## src/rtl/wrap_pkg.sv

```systemverilog
// Shared definitions for the core test wrapper: TAP state encoding,
// instruction opcodes (4-bit, zero-extended to IR_WIDTH) and the IR capture pattern.
package wrap_pkg;

    typedef enum logic [3:0] {
        TAP_TLR,      TAP_RTI,
        TAP_SEL_DR,   TAP_CAP_DR,   TAP_SHIFT_DR, TAP_EX1_DR,
        TAP_PAUSE_DR, TAP_EX2_DR,   TAP_UPD_DR,
        TAP_SEL_IR,   TAP_CAP_IR,   TAP_SHIFT_IR, TAP_EX1_IR,
        TAP_PAUSE_IR, TAP_EX2_IR,   TAP_UPD_IR
    } tap_state_e;

    localparam logic [3:0] OP_EXTEST   = 4'h0;
    localparam logic [3:0] OP_SAMPLE   = 4'h1;
    localparam logic [3:0] OP_INTEST   = 4'h2;
    localparam logic [3:0] OP_IDCODE   = 4'h3;
    localparam logic [3:0] OP_USER_TDR = 4'h4;

    localparam logic [3:0] IR_CAPTURE  = 4'b0001;

endpackage

```

## src/rtl/wrap_tap_fsm.sv

```systemverilog
// 16-state TAP controller. Strobes decode the current state; tap_reset flags
// any edge that lands in (or stays in) Test-Logic-Reset.
module wrap_tap_fsm
    import wrap_pkg::*;
(
    input  logic TCLK,
    input  logic TRESETN,
    input  logic TMS,
    output logic capture_dr,
    output logic shift_dr,
    output logic update_dr,
    output logic capture_ir,
    output logic shift_ir,
    output logic update_ir,
    output logic tap_reset
);

    tap_state_e state, state_nxt;

    always_ff @(posedge TCLK or negedge TRESETN) begin
        if (!TRESETN) state <= TAP_TLR;
        else          state <= state_nxt;
    end

    always_comb begin
        state_nxt  = state;
        capture_dr = 1'b0;
        shift_dr   = 1'b0;
        update_dr  = 1'b0;
        capture_ir = 1'b0;
        shift_ir   = 1'b0;
        update_ir  = 1'b0;
        case (state)
            TAP_TLR:      state_nxt = TMS ? TAP_TLR    : TAP_RTI;
            TAP_RTI:      state_nxt = TMS ? TAP_SEL_DR : TAP_RTI;
            TAP_SEL_DR:   state_nxt = TMS ? TAP_SEL_IR : TAP_CAP_DR;
            TAP_CAP_DR:   begin capture_dr = 1'b1; state_nxt = TMS ? TAP_EX1_DR : TAP_SHIFT_DR; end
            TAP_SHIFT_DR: begin shift_dr   = 1'b1; state_nxt = TMS ? TAP_EX1_DR : TAP_SHIFT_DR; end
            TAP_EX1_DR:   state_nxt = TMS ? TAP_UPD_DR : TAP_PAUSE_DR;
            TAP_PAUSE_DR: state_nxt = TMS ? TAP_EX2_DR : TAP_PAUSE_DR;
            TAP_EX2_DR:   state_nxt = TMS ? TAP_UPD_DR : TAP_SHIFT_DR;
            TAP_UPD_DR:   begin update_dr  = 1'b1; state_nxt = TMS ? TAP_SEL_DR : TAP_RTI; end
            TAP_SEL_IR:   state_nxt = TMS ? TAP_TLR    : TAP_CAP_IR;
            TAP_CAP_IR:   begin capture_ir = 1'b1; state_nxt = TMS ? TAP_EX1_IR : TAP_SHIFT_IR; end
            TAP_SHIFT_IR: begin shift_ir   = 1'b1; state_nxt = TMS ? TAP_EX1_IR : TAP_SHIFT_IR; end
            TAP_EX1_IR:   state_nxt = TMS ? TAP_UPD_IR : TAP_PAUSE_IR;
            TAP_PAUSE_IR: state_nxt = TMS ? TAP_EX2_IR : TAP_PAUSE_IR;
            TAP_EX2_IR:   state_nxt = TMS ? TAP_UPD_IR : TAP_SHIFT_IR;
            TAP_UPD_IR:   begin update_ir  = 1'b1; state_nxt = TMS ? TAP_SEL_DR : TAP_RTI; end
            default:      state_nxt = TAP_TLR;
        endcase
    end

    // Clearing on entry means five TMS=1 edges leave every register already reset.
    assign tap_reset = (state_nxt == TAP_TLR);

endmodule

```

## src/rtl/wrap_tap_ctrl.sv

```systemverilog
// Core test wrapper: TAP, IR, BYPASS/IDCODE/user TDR and a NUM_IN+NUM_OUT cell WBR.
// Define WRAP_IDCODE_EN to build the IDCODE register and make IDCODE the reset instruction.
module wrap_tap_ctrl
    import wrap_pkg::*;
#(
    parameter int          NUM_IN     = 3,
    parameter int          NUM_OUT    = 3,
    parameter int          IR_WIDTH   = 4,
    parameter int          TDR_WIDTH  = 8,
    parameter logic [31:0] IDCODE_VAL = 32'h0000_00CB
) (
    input  logic                 TCLK,
    input  logic                 TRESETN,
    input  logic                 TMS,
    input  logic                 WSI,
    output logic                 WSO,
    input  logic [NUM_IN-1:0]    pad_in,
    output logic [NUM_IN-1:0]    pad_in_core,
    input  logic [NUM_OUT-1:0]   core_out,
    output logic [NUM_OUT-1:0]   pad_out,
    output logic [TDR_WIDTH-1:0] tdr_po
);

    localparam int WBR_W = NUM_IN + NUM_OUT;
`ifdef WRAP_IDCODE_EN
    localparam logic [IR_WIDTH-1:0] RESET_INSTR = IR_WIDTH'(OP_IDCODE);
`else
    localparam logic [IR_WIDTH-1:0] RESET_INSTR = '1;
`endif

    logic capture_dr, shift_dr, update_dr, capture_ir, shift_ir, update_ir, tap_reset;

    wrap_tap_fsm u_fsm (
        .TCLK       (TCLK),
        .TRESETN    (TRESETN),
        .TMS        (TMS),
        .capture_dr (capture_dr),
        .shift_dr   (shift_dr),
        .update_dr  (update_dr),
        .capture_ir (capture_ir),
        .shift_ir   (shift_ir),
        .update_ir  (update_ir),
        .tap_reset  (tap_reset)
    );

    logic [IR_WIDTH-1:0]  ir_sr, ir_active;
    logic                 byp;
    logic [TDR_WIDTH-1:0] tdr_sr;
    logic [WBR_W-1:0]     wbr_sr, wbr_upd;
    logic                 is_extest, is_intest, is_sample;
    logic                 sel_wbr, sel_tdr, sel_id, id_bit, dr_bit;

    assign is_extest = (ir_active == IR_WIDTH'(OP_EXTEST));
    assign is_intest = (ir_active == IR_WIDTH'(OP_INTEST));
    assign is_sample = (ir_active == IR_WIDTH'(OP_SAMPLE));
    assign sel_wbr   = is_extest | is_intest | is_sample;
    assign sel_tdr   = (ir_active == IR_WIDTH'(OP_USER_TDR));

    always_ff @(posedge TCLK or negedge TRESETN) begin
        if (!TRESETN) begin
            ir_sr     <= '0;
            ir_active <= RESET_INSTR;
        end else if (tap_reset) begin
            ir_sr     <= '0;
            ir_active <= RESET_INSTR;
        end else begin
            if (capture_ir)    ir_sr <= IR_WIDTH'(IR_CAPTURE);
            else if (shift_ir) ir_sr <= {WSI, ir_sr[IR_WIDTH-1:1]};
            if (update_ir)     ir_active <= ir_sr;
        end
    end

    // Only the register selected by the active instruction captures or shifts.
    always_ff @(posedge TCLK or negedge TRESETN) begin
        if (!TRESETN) begin
            byp     <= 1'b0;
            tdr_sr  <= '0;
            tdr_po  <= '0;
            wbr_sr  <= '0;
            wbr_upd <= '0;
        end else if (tap_reset) begin
            byp     <= 1'b0;
            tdr_sr  <= '0;
            tdr_po  <= '0;
            wbr_sr  <= '0;
            wbr_upd <= '0;
        end else begin
            if (capture_dr) begin
                byp <= 1'b0;
                if (sel_tdr) tdr_sr <= tdr_po;
                if (sel_wbr) wbr_sr <= {core_out, pad_in};
            end else if (shift_dr) begin
                if (!sel_tdr && !sel_wbr && !sel_id) byp <= WSI;
                if (sel_tdr) tdr_sr <= {WSI, tdr_sr[TDR_WIDTH-1:1]};
                if (sel_wbr) wbr_sr <= {WSI, wbr_sr[WBR_W-1:1]};
            end
            if (update_dr && sel_tdr) tdr_po  <= tdr_sr;
            if (update_dr && sel_wbr) wbr_upd <= wbr_sr;
        end
    end

`ifdef WRAP_IDCODE_EN
    logic [31:0] id_sr;

    assign sel_id = (ir_active == IR_WIDTH'(OP_IDCODE));
    assign id_bit = id_sr[0];

    always_ff @(posedge TCLK or negedge TRESETN) begin
        if (!TRESETN)                  id_sr <= '0;
        else if (tap_reset)            id_sr <= '0;
        else if (capture_dr && sel_id) id_sr <= IDCODE_VAL;
        else if (shift_dr && sel_id)   id_sr <= {WSI, id_sr[31:1]};
    end
`else
    wire unused_idcode = ^IDCODE_VAL;

    assign sel_id = 1'b0;
    assign id_bit = 1'b0;
`endif

    assign dr_bit = sel_id  ? id_bit    :
                    sel_tdr ? tdr_sr[0] :
                    sel_wbr ? wbr_sr[0] : byp;

    always_ff @(negedge TCLK or negedge TRESETN) begin
        if (!TRESETN)      WSO <= 1'b0;
        else if (shift_ir) WSO <= ir_sr[0];
        else if (shift_dr) WSO <= dr_bit;
        else               WSO <= 1'b0;
    end

    assign pad_out     = (is_extest | is_intest) ? wbr_upd[WBR_W-1:NUM_IN] : core_out;
    assign pad_in_core = is_intest ? wbr_upd[NUM_IN-1:0] : pad_in;

endmodule
```

## config.mk

```make
export PLATFORM = sky130hd
export DESIGN_NAME = wrap_tap_ctrl
export DESIGN_NICKNAME = d
export VERILOG_FILES = /design/src/rtl/wrap_pkg.sv /design/src/rtl/wrap_tap_fsm.sv /design/src/rtl/wrap_tap_ctrl.sv
export SDC_FILE = /design/constraint.sdc
export NUM_CORES = 1
export LEC_CHECK = 0
export CORE_MARGIN = 4
export CORE_UTILIZATION = 36
export CTS_BUF_LIST = sky130_fd_sc_hd__clkbuf_8
export CTS_CLUSTER_DIAMETER = 100
export DETAILED_ROUTE_END_ITERATION = 8
export HOLD_SLACK_MARGIN = 0.06
export SLEW_MARGIN = 10
export SYNTH_ARGS = -nofsm -noshare
export SYNTH_HDL_FRONTEND = slang
export SYNTH_SLANG_ARGS = --single-unit
export TNS_END_PERCENT = 30
```

## constraint.sdc

```tcl
create_clock -name TCLK -period 3 [get_ports TCLK]
set_input_delay 0.3 -clock TCLK [delete_from_list [all_inputs] [get_ports TCLK]]
set_output_delay 0.3 -clock TCLK [all_outputs]
set_load 0.02 [all_outputs]
```

==> Yosys cells after proc, flatten, opt, wreduce, memory -nomap -nowiden <==
Cells that the tools add are included.
{ "totals": {"ff_bits": 42, "output_inout_bits": 15, "wordCells": 99} }
{ "classes": {"eq_ne": 18, "n_mux": 48, "n_bitwise": 2, "n_reduce_logical": 22} }
{ "ops": {"columns": ["op", "count"], "rows": [
  ["8-bit two-way mux", 7],
  ["4-bit case mux with 12 select lines", 1],
  ["6-bit two-way mux", 7],
  ["4-bit two-way mux", 9],
  ["4-bit == test, second input constant", 8],
  ["4-bit by 3-bit == test with 1-bit output, second input constant", 5],
  ["1-bit two-way mux", 17],
  ["4-bit by 2-bit == test with 1-bit output, second input constant", 3],
  ["4-bit logical NOT", 3],
  ["3-bit two-way mux", 4],
  ["2-bit nonzero test", 5],
  ["3-bit nonzero test", 3],
  ["4-bit by 1-bit == test with 1-bit output, second input constant", 2],
  ["2-bit two-way mux", 3],
  ["2-bit AND reduction", 3],
  ["2-bit OR reduction", 2],
  ["1-bit logical AND", 3],
  ["3-bit OR reduction", 1],
  ["1-bit logical NOT", 2],
  ["1-bit bitwise OR", 2]
]} }

==> Depth between registers and ports, before layout <==
{ "depth": {"ltp_word": 9, "mapped_depth": 7, "depth_no_buf": 4} }

==> Cells and area by module <==
From an unflattened synthesis, not the netlist that was laid out.
{ "unflattened": {"hier_cells": 214, "area_unflattened_um2": 2293.4} }
{ "by_module_without_submodules": {"columns": ["mod", "instances", "cells_per_inst", "area_each_um2", "seq_area_each_um2"], "rows": [
  ["wrap_tap_ctrl", 1, 168, 1921.8, 955.9],
  ["wrap_tap_fsm", 1, 46, 371.6, 100.1]
]} }

==> metrics.csv <==
metric;value;unit
top cells by count, synth;dfrtp_1, nor2_1, mux2i_1;
startpoint types;flip-flop;
Core Rows;28;
CTS Buf Count;5;
Rel. slew slack;55.69;%
Primary FF master, synth;dfrtp_1;
cell family with most CP delay;flip-flops;
total gr overflow;0;
WP data arrival;2.49;ns
IO Pins;25;
post-synthesis sequential area ratio;47.93;%
initial antenna violation count;0;
clock power share;17.3;%
Post-CTS Hold Buffers;0;
nets;250;
internal power component;1.225;mW
top-count cell post-synth;dfrtp_1;
#FFs+latches synth;42;
Max VDD drop;0.2671;mV
number of library cell types mapped by synthesis;38;
# port buffers;24;
Pre-antenna DRT Iters;4;
Worst Path Required;2.70;ns
ANT cells;0;
WP buf/inv;1;
Reg clk slew, reported paths;0.08;ns
GRT Overall Usage;13.36;%
Async SR Flop Fraction;100.0;%
Cells after Synth;220;
crit path cell chain;dlygate4sd2_1;
Slew @ Worst Pin;0.6647;ns
Initial Utilization;37.21;%
Vias;1638;
status;finished clean;
Sw Ratio;37.67;%
largest net degree at the start of global routing;42;
Yosys warning count;0;
number of synthesized flops with an enable pin;0;
critical path class;flip-flop to output port;
first-pass GRT wire length;7.969;mm
routed len/inst;14.48;um
Detail Route Antenna Nets;0;
syn_area_per_cell;10.02;um2
total core area;5921;um2
worst skew pair latency;0.29;ns
CTS Sinks;42;
CTS tree;yes;
area leader, netlist;dfrtp_1;
CP peak stage delay;0.38;ns
Die Footprint;7436;um2
Sw Pwr;0.7407;mW
Logic pwr share;37.5;%
Synth area leaders;dfrtp_1, mux2i_1, nor2_1, a211oi_1, dfstp_2;
layout cells sized above 1;13.33;%
RSZ-0062 raised after global routing;false;
Total Neg Setup Slack;0;ns
register share of total power;45.1;%
Max Cap Viol;0;
routed vias/inst;5.200;
Mapped Area;2203;um2
Fin. Hold Viols;0;
starting DRC count in detailed routing;110;
gpl congestion;0.7662;
Hold Crit Class;input port to asynchronous set/reset pin;
Net Count, Synth;230;
H-tree depth;2;
Worst Skew;0.007021;ns
final setup violation count;0;
clock tree root buffer cell;clkbuf_8;
Max clock buf depth;2;
Cell Pwr Density;760.6;nW/um2
utilization after layout;43.66;%
CP max FO;1;
vias in the first global route;1648;
top-area cell type share of the netlist area;42.02;%
drt drc;0;
post-DP HPWL;3.129;mm
Worst setup EP type;output port;
Area Growth Syn to Fin;17.32;%
Post-Route WL;4.562;mm
Slowest-stage cell, CP;dfrtn_1;
Leakage;1.246;nW
Chip Height;86.24;um
final slew viol count;0;
Die Width;86.24;um
-- what timing repair did --
action	4_1_cts	5_1_grt
gates resized for setup	1	0
buffers inserted	0	0
endpoints found under the setup margin	1	0
hold endpoints to repair	0	0
-- power groups by stage --
stage               Combinational [mW]  Sequential (mW)  Clock, mW
floorplan                        0.595            0.841          0
global placement                 0.733            0.889          0
detailed placement               0.748            0.894          0
CTS                              0.747            0.885      0.353
global route                     0.840            0.913      0.379
finish                           0.738            0.887      0.341
-- cell usage in the layout, fill, tap and decap left out, drive strengths merged, types with 2 or more instances in the layout --
| cell type | netlist | routed |
|---|---|---|
| nand3 | 2 | 2 |
| or2 | 2 | 2 |
| dfstp | 4 | 4 |
| nor2 | 36 | 36 |
| inv | 3 | 3 |
| nor3 | 3 | 3 |
| o211ai | 3 | 3 |
| clkbuf | 11 | 5 |
| nor2b | 4 | 4 |
| a211oi | 16 | 16 |
| mux2i | 29 | 29 |
| or4b | 4 | 4 |
| mux2 | 6 | 6 |
| buf | 9 | 10 |
| a21oi | 11 | 11 |
| a22oi | 3 | 3 |
| and3 | 2 | 2 |
| dfrtp | 37 | 37 |
| o21a | 3 | 3 |
| and2 | 2 | 2 |
| nand2 | 10 | 10 |
| o31ai | 2 | 2 |
| o21ai | 7 | 7 |
| clkinv | 0 | 2 |
| clkdlybuf4s50 | 0 | 22 |
-- sequential cells by signal, indices dropped and copies added, names as in the netlist, 4 cells and up --
| name | flops |
|---|---|
| ir_active | 4 |
| ir_sr | 4 |
| tdr_po | 8 |
| tdr_sr | 8 |
| u_fsm.state | 4 |
| wbr_sr | 6 |
| wbr_upd | 6 |
-- logic make-up after synthesis --
kind of cell / count (synthesis) / synth area share (%)
xor gates and xnor gates: 1 / 0.3976
and+or+nand+nor: 68 / 15.05
DFF: 42 / 47.93
AOI/OAI and AO/OA: 51 / 15.56
muxes: 35 / 16.24
buffers and inverters: 23 / 4.827
-- path summary, 6_finish.rpt --
| kind | to | depth (start not counted) | startpoint | slack, ns |
|---|---|---|---|---|
| worst max-delay path | WSO | 1 | WSO | 0.21 |
| worst min-delay path | tdr_sr[2] | 2 | TRESETN | 0.09 |
| worst max register to register | WSO | 2 | u_fsm.state[1] | 0.22 |
| worst min register to register | byp | 2 | byp | 0.52 |
| max in group asynchronous | WSO | 1 | TRESETN | 1.71 |
| min in group TCLK | byp | 2 | byp | 0.52 |
-- layer usage --
metal	global-route usage, %	share of wire [%]
met1	18.21	50
met2	21.09	46
met5	0	0
met4	3.824	1.4
met3	3.422	2.6
-- final cells by class --
cell class	count	area (um2)
clock buffers	5	68.82
clock inverters	2	10.01
fillers	580	3336
inverters	3	11.26
multi-input cells	155	1044
flip-flops and latches	42	1056
well taps	75	93.84
repair buffers	33	301.5
-- metrics by stage --
stage	std cells	hold slack, ns	worst slack (ns)	power (mW)	area [um2]
after detailed placement	308	0.4278	0.1992	1.642	2507
final	315	0.09118	0.2061	1.966	2585
after global routing	315	0.1439	0.1090	2.131	2585
after global placement	308	0.4337	0.2174	1.622	2507
after CTS	315	0.1117	0.1921	1.986	2585
after floorplan	220	0.004409	0.1960	1.436	2203
Power figures use the tool's default switching activity.
